**src/rtl/dmem_arbiter.sv**
```systemverilog
// Single-port data memory arbiter between the pipeline MEM stage and an external requester.
// CPU has priority; a starvation counter forces an external grant after EXT_MAX_WAIT contended CPU grants.
module dmem_arbiter #(
   parameter int DATA_WIDTH   = 32,
   parameter int ADDR_WIDTH   = 32,
   parameter int EXT_MAX_WAIT = 4
) (
   input  logic                  clk,
   input  logic                  rst,
   input  logic                  cpu_mem_read,
   input  logic                  cpu_mem_write,
   input  logic [ADDR_WIDTH-1:0] cpu_addr,
   input  logic [DATA_WIDTH-1:0] cpu_wdata,
   output logic [DATA_WIDTH-1:0] cpu_rdata,
   output logic                  cpu_stall,
   input  logic                  ext_req,
   input  logic                  ext_we,
   input  logic [ADDR_WIDTH-1:0] ext_addr,
   input  logic [DATA_WIDTH-1:0] ext_wdata,
   output logic                  ext_ack,
   output logic [DATA_WIDTH-1:0] ext_rdata,
   output logic                  mem_en,
   output logic                  mem_we,
   output logic [ADDR_WIDTH-1:0] mem_addr,
   output logic [DATA_WIDTH-1:0] mem_wdata,
   input  logic [DATA_WIDTH-1:0] mem_rdata,
   input  logic                  mem_ready
);

   localparam int CNT_W = $clog2(EXT_MAX_WAIT + 1);
   localparam logic [CNT_W-1:0] CNT_MAX = CNT_W'(EXT_MAX_WAIT);

   typedef enum logic [1:0] {
      IDLE     = 2'd0,
      CPU_BUSY = 2'd1,
      EXT_BUSY = 2'd2
   } state_t;

   state_t                  state_q, state_d;
   logic [CNT_W-1:0]        starve_cnt_q, starve_cnt_d;
   logic                    mem_en_q, mem_en_d;
   logic                    mem_we_q, mem_we_d;
   logic [ADDR_WIDTH-1:0]   mem_addr_q, mem_addr_d;
   logic [DATA_WIDTH-1:0]   mem_wdata_q, mem_wdata_d;

   logic                    cpu_req_s;
   logic                    ext_forced_s;
   logic                    cpu_done_s;
   logic                    ext_done_s;

   assign cpu_req_s    = cpu_mem_read | cpu_mem_write;
   assign ext_forced_s = ext_req & (starve_cnt_q == CNT_MAX);

   // Next-state: arbitration in IDLE, hold latched access fields until mem_ready
   always_comb begin
      state_d      = state_q;
      starve_cnt_d = starve_cnt_q;
      mem_en_d     = mem_en_q;
      mem_we_d     = mem_we_q;
      mem_addr_d   = mem_addr_q;
      mem_wdata_d  = mem_wdata_q;
      case (state_q)
         IDLE: begin
            if (cpu_req_s && !ext_forced_s) begin
               state_d     = CPU_BUSY;
               mem_en_d    = 1'b1;
               mem_we_d    = cpu_mem_write;
               mem_addr_d  = cpu_addr;
               mem_wdata_d = cpu_wdata;
               if (ext_req && (starve_cnt_q != CNT_MAX)) begin
                  starve_cnt_d = starve_cnt_q + CNT_W'(1);
               end else begin
                  starve_cnt_d = starve_cnt_q;
               end
            end else if (ext_req) begin
               state_d      = EXT_BUSY;
               mem_en_d     = 1'b1;
               mem_we_d     = ext_we;
               mem_addr_d   = ext_addr;
               mem_wdata_d  = ext_wdata;
               starve_cnt_d = '0;
            end else begin
               mem_en_d = 1'b0;
            end
         end
         CPU_BUSY, EXT_BUSY: begin
            if (mem_ready) begin
               state_d  = IDLE;
               mem_en_d = 1'b0;
            end else begin
               mem_en_d = 1'b1;
            end
         end
         default: begin
            state_d  = IDLE;
            mem_en_d = 1'b0;
         end
      endcase
   end

   // State and memory-request registers with synchronous reset
   always_ff @(posedge clk) begin
      if (rst) begin
         state_q      <= IDLE;
         starve_cnt_q <= '0;
         mem_en_q     <= 1'b0;
         mem_we_q     <= 1'b0;
         mem_addr_q   <= '0;
         mem_wdata_q  <= '0;
      end else begin
         state_q      <= state_d;
         starve_cnt_q <= starve_cnt_d;
         mem_en_q     <= mem_en_d;
         mem_we_q     <= mem_we_d;
         mem_addr_q   <= mem_addr_d;
         mem_wdata_q  <= mem_wdata_d;
      end
   end

   // Completion-cycle responses; read data is returned only for reads and never during reset
   always_comb begin
      cpu_done_s = ~rst & (state_q == CPU_BUSY) & mem_ready;
      ext_done_s = ~rst & (state_q == EXT_BUSY) & mem_ready;
      cpu_stall  = ~rst & cpu_req_s & ~cpu_done_s;
      ext_ack    = ext_done_s;
      if (cpu_done_s && !mem_we_q) begin
         cpu_rdata = mem_rdata;
      end else begin
         cpu_rdata = '0;
      end
      if (ext_done_s && !mem_we_q) begin
         ext_rdata = mem_rdata;
      end else begin
         ext_rdata = '0;
      end
   end

   assign mem_en    = mem_en_q;
   assign mem_we    = mem_we_q;
   assign mem_addr  = mem_addr_q;
   assign mem_wdata = mem_wdata_q;

endmodule

```
**config.mk**
```make
export PLATFORM = sky130hd
export DESIGN_NAME = dmem_arbiter
export DESIGN_NICKNAME = d
export VERILOG_FILES = /design/src/rtl/dmem_arbiter.sv
export SDC_FILE = /design/constraint.sdc
export NUM_CORES = 1
export LEC_CHECK = 0
export CORE_AREA = 2 2 115 117
export DETAILED_ROUTE_END_ITERATION = 8
export DIE_AREA = 0 0 117 119
export PLACE_DENSITY = 0.76
export SYNTH_ARGS = -nofsm -noshare
export SYNTH_HDL_FRONTEND = slang
export SYNTH_SLANG_ARGS = --single-unit
```
**constraint.sdc**
```tcl
create_clock -name clk -period 1.7 [get_ports clk]
set_input_delay 0.51 -clock clk [delete_from_list [all_inputs] [get_ports clk]]
set_output_delay 0.51 -clock clk [all_outputs]
set_load 0.01 [all_outputs]
```
==> impl_results.rst <==
.. list-table::
   :header-rows: 1

   * - Metric
     - Value
   * - Status
     - complete, but fails checks
   * - Violated checks
     - setup timing
   * - Pre-CTS setup slack
     - -940 ps
   * - DRT antenna net count
     - 0
   * - Total area of sequential cells
     - 1430 um2
   * - DPL Wire Length
     - 11.3 mm
   * - Total via count after detailed routing
     - 4615
   * - Detailed-route DRC error count
     - 0
   * - Detail Route met2 WL
     - 9.50 mm
   * - Initial standard-cell utilization of the core
     - between 20 and 30%
   * - Maximum buffer depth of the clock tree
     - 2
   * - Slew headroom
     - a little over two thirds
   * - Later-pin clock latency in the skew report
     - ~330 ps
   * - Gr usage total
     - 21.8%
   * - Cell chosen for the clock root
     - sky130_fd_sc_hd__clkbuf_16
   * - Die Height
     - ~120 um
   * - Unrepaired setup endpoints after global routing
     - yes
   * - Type of the worst setup path
     - flop to primary output
   * - Post-synth top area cell
     - sky130_fd_sc_hd__dfxtp_1
   * - Post-layout utilization of the core
     - 63.2%
   * - Average wire per standard cell
     - slightly below 20 um
   * - Gp weighted congestion
     - roughly 0.77
   * - Crit start category
     - flop
   * - Sequential cell area fraction in the yosys report
     - 38.4%
   * - Endpoint of the worst hold-timing path
     - mem_addr[24]$_SDFFE_PP0P_
   * - Number of synthesized register bits
     - roughly 70
   * - Pre-Repair DR Iteration Count
     - 5
   * - First-pass GRT wire length
     - 23.7 mm
   * - Post-route worst setup slack
     - -510 ps
   * - Area of placed instances
     - 7000 um2
   * - Share of cells above drive strength 1
     - approximately 29%
   * - Met1 routed wirelength after detailed routing
     - 6.59 mm
   * - Mapped Area
     - about 3700 um2
   * - WP data required
     - between 1000 and 1500 ps
   * - Worst hold-check path type
     - flop to flop
   * - Clock skew
     - roughly 7.9 ps
   * - Worst hold path startpoint
     - mem_addr[24]$_SDFFE_PP0P_
   * - Top Layer Used
     - met4
   * - Reported max-cap violation count
     - 0
   * - Core area
     - 12900 um2
   * - Critical-path maximum fanout
     - 8
   * - DR vias/cell
     - between 5 and 6
   * - Fill count
     - around 1000
   * - Number of top-level pins
     - roughly 300
   * - Die width
     - between 100 and 150 um
   * - Setup tns final
     - -29700 ps
   * - H-tree level count
     - 3
   * - Final critical path time including I/O delays and setup
     - about 2200 ps
   * - Number of global-route vias before repair
     - between 4000 and 5000
   * - Final Hold Fails
     - 0
   * - Number of core rows
     - 42
   * - Number of cells produced by synthesis
     - just over 400
   * - Highest Clock Rate
     - between 400 and 500 MHz
   * - Average instance area after synthesis
     - 9.02 um2
   * - Arrival @ worst endpoint
     - between 1500 and 2000 ps
   * - Final instance area
     - between 8000 and 9000 um2
   * - TritonCTS clock tree
     - done
   * - Largest cells by area after synthesis
     - sky130_fd_sc_hd__dfxtp_1, sky130_fd_sc_hd__o221a_1, sky130_fd_sc_hd__and2_1, sky130_fd_sc_hd__a31oi_1, sky130_fd_sc_hd__inv_1
   * - Clock input transition at the sequential cells of the worst setup and hold paths
     - about 60 ps
   * - Area enclosed by the die boundary
     - roughly 14000 um2
   * - DRC violation total after the first TritonRoute iteration
     - ~260
   * - Distinct cells, synth
     - 31
   * - Final-layout worst hold slack
     - between 500 and 600 ps
   * - Leakage
     - 3.73 nW
   * - Launch point of the worst reg-to-reg path
     - state_q[0]$_SDFFE_PP0P_
   * - Clock Sinks
     - just over 70
   * - Final period utilization
     - 130%
   * - Pin count of the biggest net entering global routing
     - between 40 and 50
   * - Mapped Nets
     - ~580
   * - Capturing point of the worst reg2reg path
     - mem_wdata[20]$_SDFFE_PP0P_
   * - Crit. End Element
     - primary output
   * - Share of the synthesized area in the top cell type
     - a little under two fifths
   * - Count of hold buffers inserted by post-cts repair
     - 0
   * - Largest vdd supply drop
     - 0.577 mV
   * - Worst reg-to-reg setup slack
     - approximately 60 ps
   * - Fin. max-slew vios
     - 0
   * - Crit. Startpoint
     - state_q[1]$_SDFFE_PP0P_
   * - Yosys warning total
     - 0
   * - Number of buffers created by CTS
     - 9
   * - Cell depth of the worst hold path
     - 1
   * - GRT Residual Overflow
     - 0
   * - Number of antenna violations at the first check in global routing
     - 1
   * - R2R cell count
     - 8
   * - WL final
     - 17.9 mm
   * - Area of the multi-input gates
     - slightly above 2000 um2
   * - Worst Max-Slew Pin Slew
     - around 450 ps
   * - WL met3
     - between 1.5 and 2 mm
   * - P per Cell Area
     - around 780 nW/um2
   * - Final net count
     - between 900 and 1000
   * - Area growth syn-to-layout
     - 120%
   * - Buffers added on ports
     - slightly below 300
   * - Number of setup violations in the final report
     - between 60 and 70
[final cells by class]
type	instances	share of cell area [%]
Inverter	68	3.17
Clock buffer	11	3.10
Antenna cell	1	0.0307
Sequential cell	71	17.5
Timing Repair Buffer	352	46.7
Tap cell	176	2.70
Clock inverter	5	1.28
Multi-Input combinational cell	229	25.5
[power by group]
part / total (mW) / leakage (nW) / internal [mW] / switching [mW]
logic: 2.11 / 2.96 / 1.20 / 0.905
registers: 2.02 / 0.593 / 1.90 / 0.120
clock network: 2.25 / 0.176 / 1.51 / 0.734
[through the flow]
stage          instances  total power, mW
2_1_floorplan        411             2.78
3_3_place_gp         867             3.87
3_5_place_dp         867             3.91
4_1_cts              896             6.08
5_1_grt              913             6.63
6_report             913             6.37
[worst max-delay path, cell delays in order, from the launching register on]
cell and delay, ps:
sky130_fd_sc_hd__dfxtp_2 330, sky130_fd_sc_hd__buf_6 120, sky130_fd_sc_hd__ha_4 150, sky130_fd_sc_hd__and4bb_4 210, sky130_fd_sc_hd__buf_12 140, sky130_fd_sc_hd__clkbuf_16 160, sky130_fd_sc_hd__and2_4 160, sky130_fd_sc_hd__buf_6 110
[layout by cell type (no fill, tap or decap), types with 3 or more instances in the layout]
| master | Yosys | layout |
|---|---|---|
| sky130_fd_sc_hd__clkdlybuf4s50_1 | 0 | 161 |
| sky130_fd_sc_hd__ha_1 | 6 | 3 |
| sky130_fd_sc_hd__buf_16 | 0 | 3 |
| sky130_fd_sc_hd__buf_2 | 17 | 7 |
| sky130_fd_sc_hd__clkbuf_16 | 0 | 20 |
| sky130_fd_sc_hd__a31oi_1 | 65 | 62 |
| sky130_fd_sc_hd__inv_1 | 68 | 66 |
| sky130_fd_sc_hd__buf_12 | 0 | 13 |
| sky130_fd_sc_hd__dfxtp_1 | 71 | 68 |
| sky130_fd_sc_hd__bufinv_16 | 0 | 3 |
| sky130_fd_sc_hd__ha_4 | 0 | 3 |
| sky130_fd_sc_hd__nand3_1 | 4 | 3 |
| sky130_fd_sc_hd__and2_4 | 0 | 59 |
| sky130_fd_sc_hd__o221a_1 | 62 | 62 |
| sky130_fd_sc_hd__buf_6 | 4 | 68 |
| sky130_fd_sc_hd__nor3_1 | 5 | 5 |
| sky130_fd_sc_hd__and2_1 | 66 | 7 |
| sky130_fd_sc_hd__dlygate4sd2_1 | 0 | 68 |
| sky130_fd_sc_hd__buf_4 | 1 | 18 |
[sequential cells by signal (all words and copies together) (netlist names)]
name and cells:
state_q 2, mem_addr 32, mem_wdata 32, starve_cnt_q 3, mem_en 1, mem_we 1
[synth_stat cells]
cell / instances
sky130_fd_sc_hd__o31ai_1: 1
sky130_fd_sc_hd__or2_2: 1
sky130_fd_sc_hd__nand3_1: 4
sky130_fd_sc_hd__dfxtp_1: 71
sky130_fd_sc_hd__inv_1: 68
sky130_fd_sc_hd__xor2_1: 1
sky130_fd_sc_hd__a21oi_1: 1
sky130_fd_sc_hd__buf_2: 17
sky130_fd_sc_hd__and3b_1: 1
sky130_fd_sc_hd__nor2_1: 2
sky130_fd_sc_hd__xnor2_1: 1
sky130_fd_sc_hd__a31oi_1: 65
sky130_fd_sc_hd__o2bb2ai_1: 1
sky130_fd_sc_hd__o221a_1: 62
sky130_fd_sc_hd__o221a_2: 2
sky130_fd_sc_hd__nand2b_1: 1
sky130_fd_sc_hd__a211oi_1: 1
sky130_fd_sc_hd__and4bb_2: 2
sky130_fd_sc_hd__and2_1: 66
sky130_fd_sc_hd__buf_6: 4
sky130_fd_sc_hd__ha_1: 6
sky130_fd_sc_hd__nor3_1: 5
sky130_fd_sc_hd__clkbuf_1: 19
sky130_fd_sc_hd__nand4bb_1: 1
sky130_fd_sc_hd__mux2i_1: 1
sky130_fd_sc_hd__buf_4: 1
sky130_fd_sc_hd__nor2b_1: 1
sky130_fd_sc_hd__nand3b_1: 1
sky130_fd_sc_hd__buf_1: 2
sky130_fd_sc_hd__o31a_1: 1
sky130_fd_sc_hd__o32ai_1: 1
[routing by layer]
layer / vias up / track usage (%)
met5: - / 0
met4: 0 / 7.57
met3: 19 / 6.16
met2: 244 / 41.0
met1: 2219 / 22.4
li1: 2133 / -
[cells by family after synthesis]
family	count (synthesis)	share of synthesized area (%)
AOI/OAI and AO/OA	135	31.7
xor gates and xnor gates	2	0.473
adders and majority gates	6	2.03
buffers and inverters	111	12.7
DFF	71	38.4
muxes	1	0.270
and+or+nand+nor	85	14.5
[what timing repair did]
item | 4_1_cts | 5_1_grt
endpoints found under the hold margin | 0 | 0
endpoints found under the setup margin | 167 | 134
pin swaps | 13 | 22
resized for setup | 400 | 103
cloned | 4 | 11
setup buffers | 10 | 9
[worst max path at each step]
stage	endpoint	slack, ps
floorplan	cpu_rdata[10]	-20
global placement	ext_rdata[28]	-940
detailed placement	ext_rdata[28]	-940
CTS	ext_rdata[13]	-510
global route	ext_rdata[20]	-550
finish	ext_rdata[20]	-510
Power figures use the tool's default switching activity.
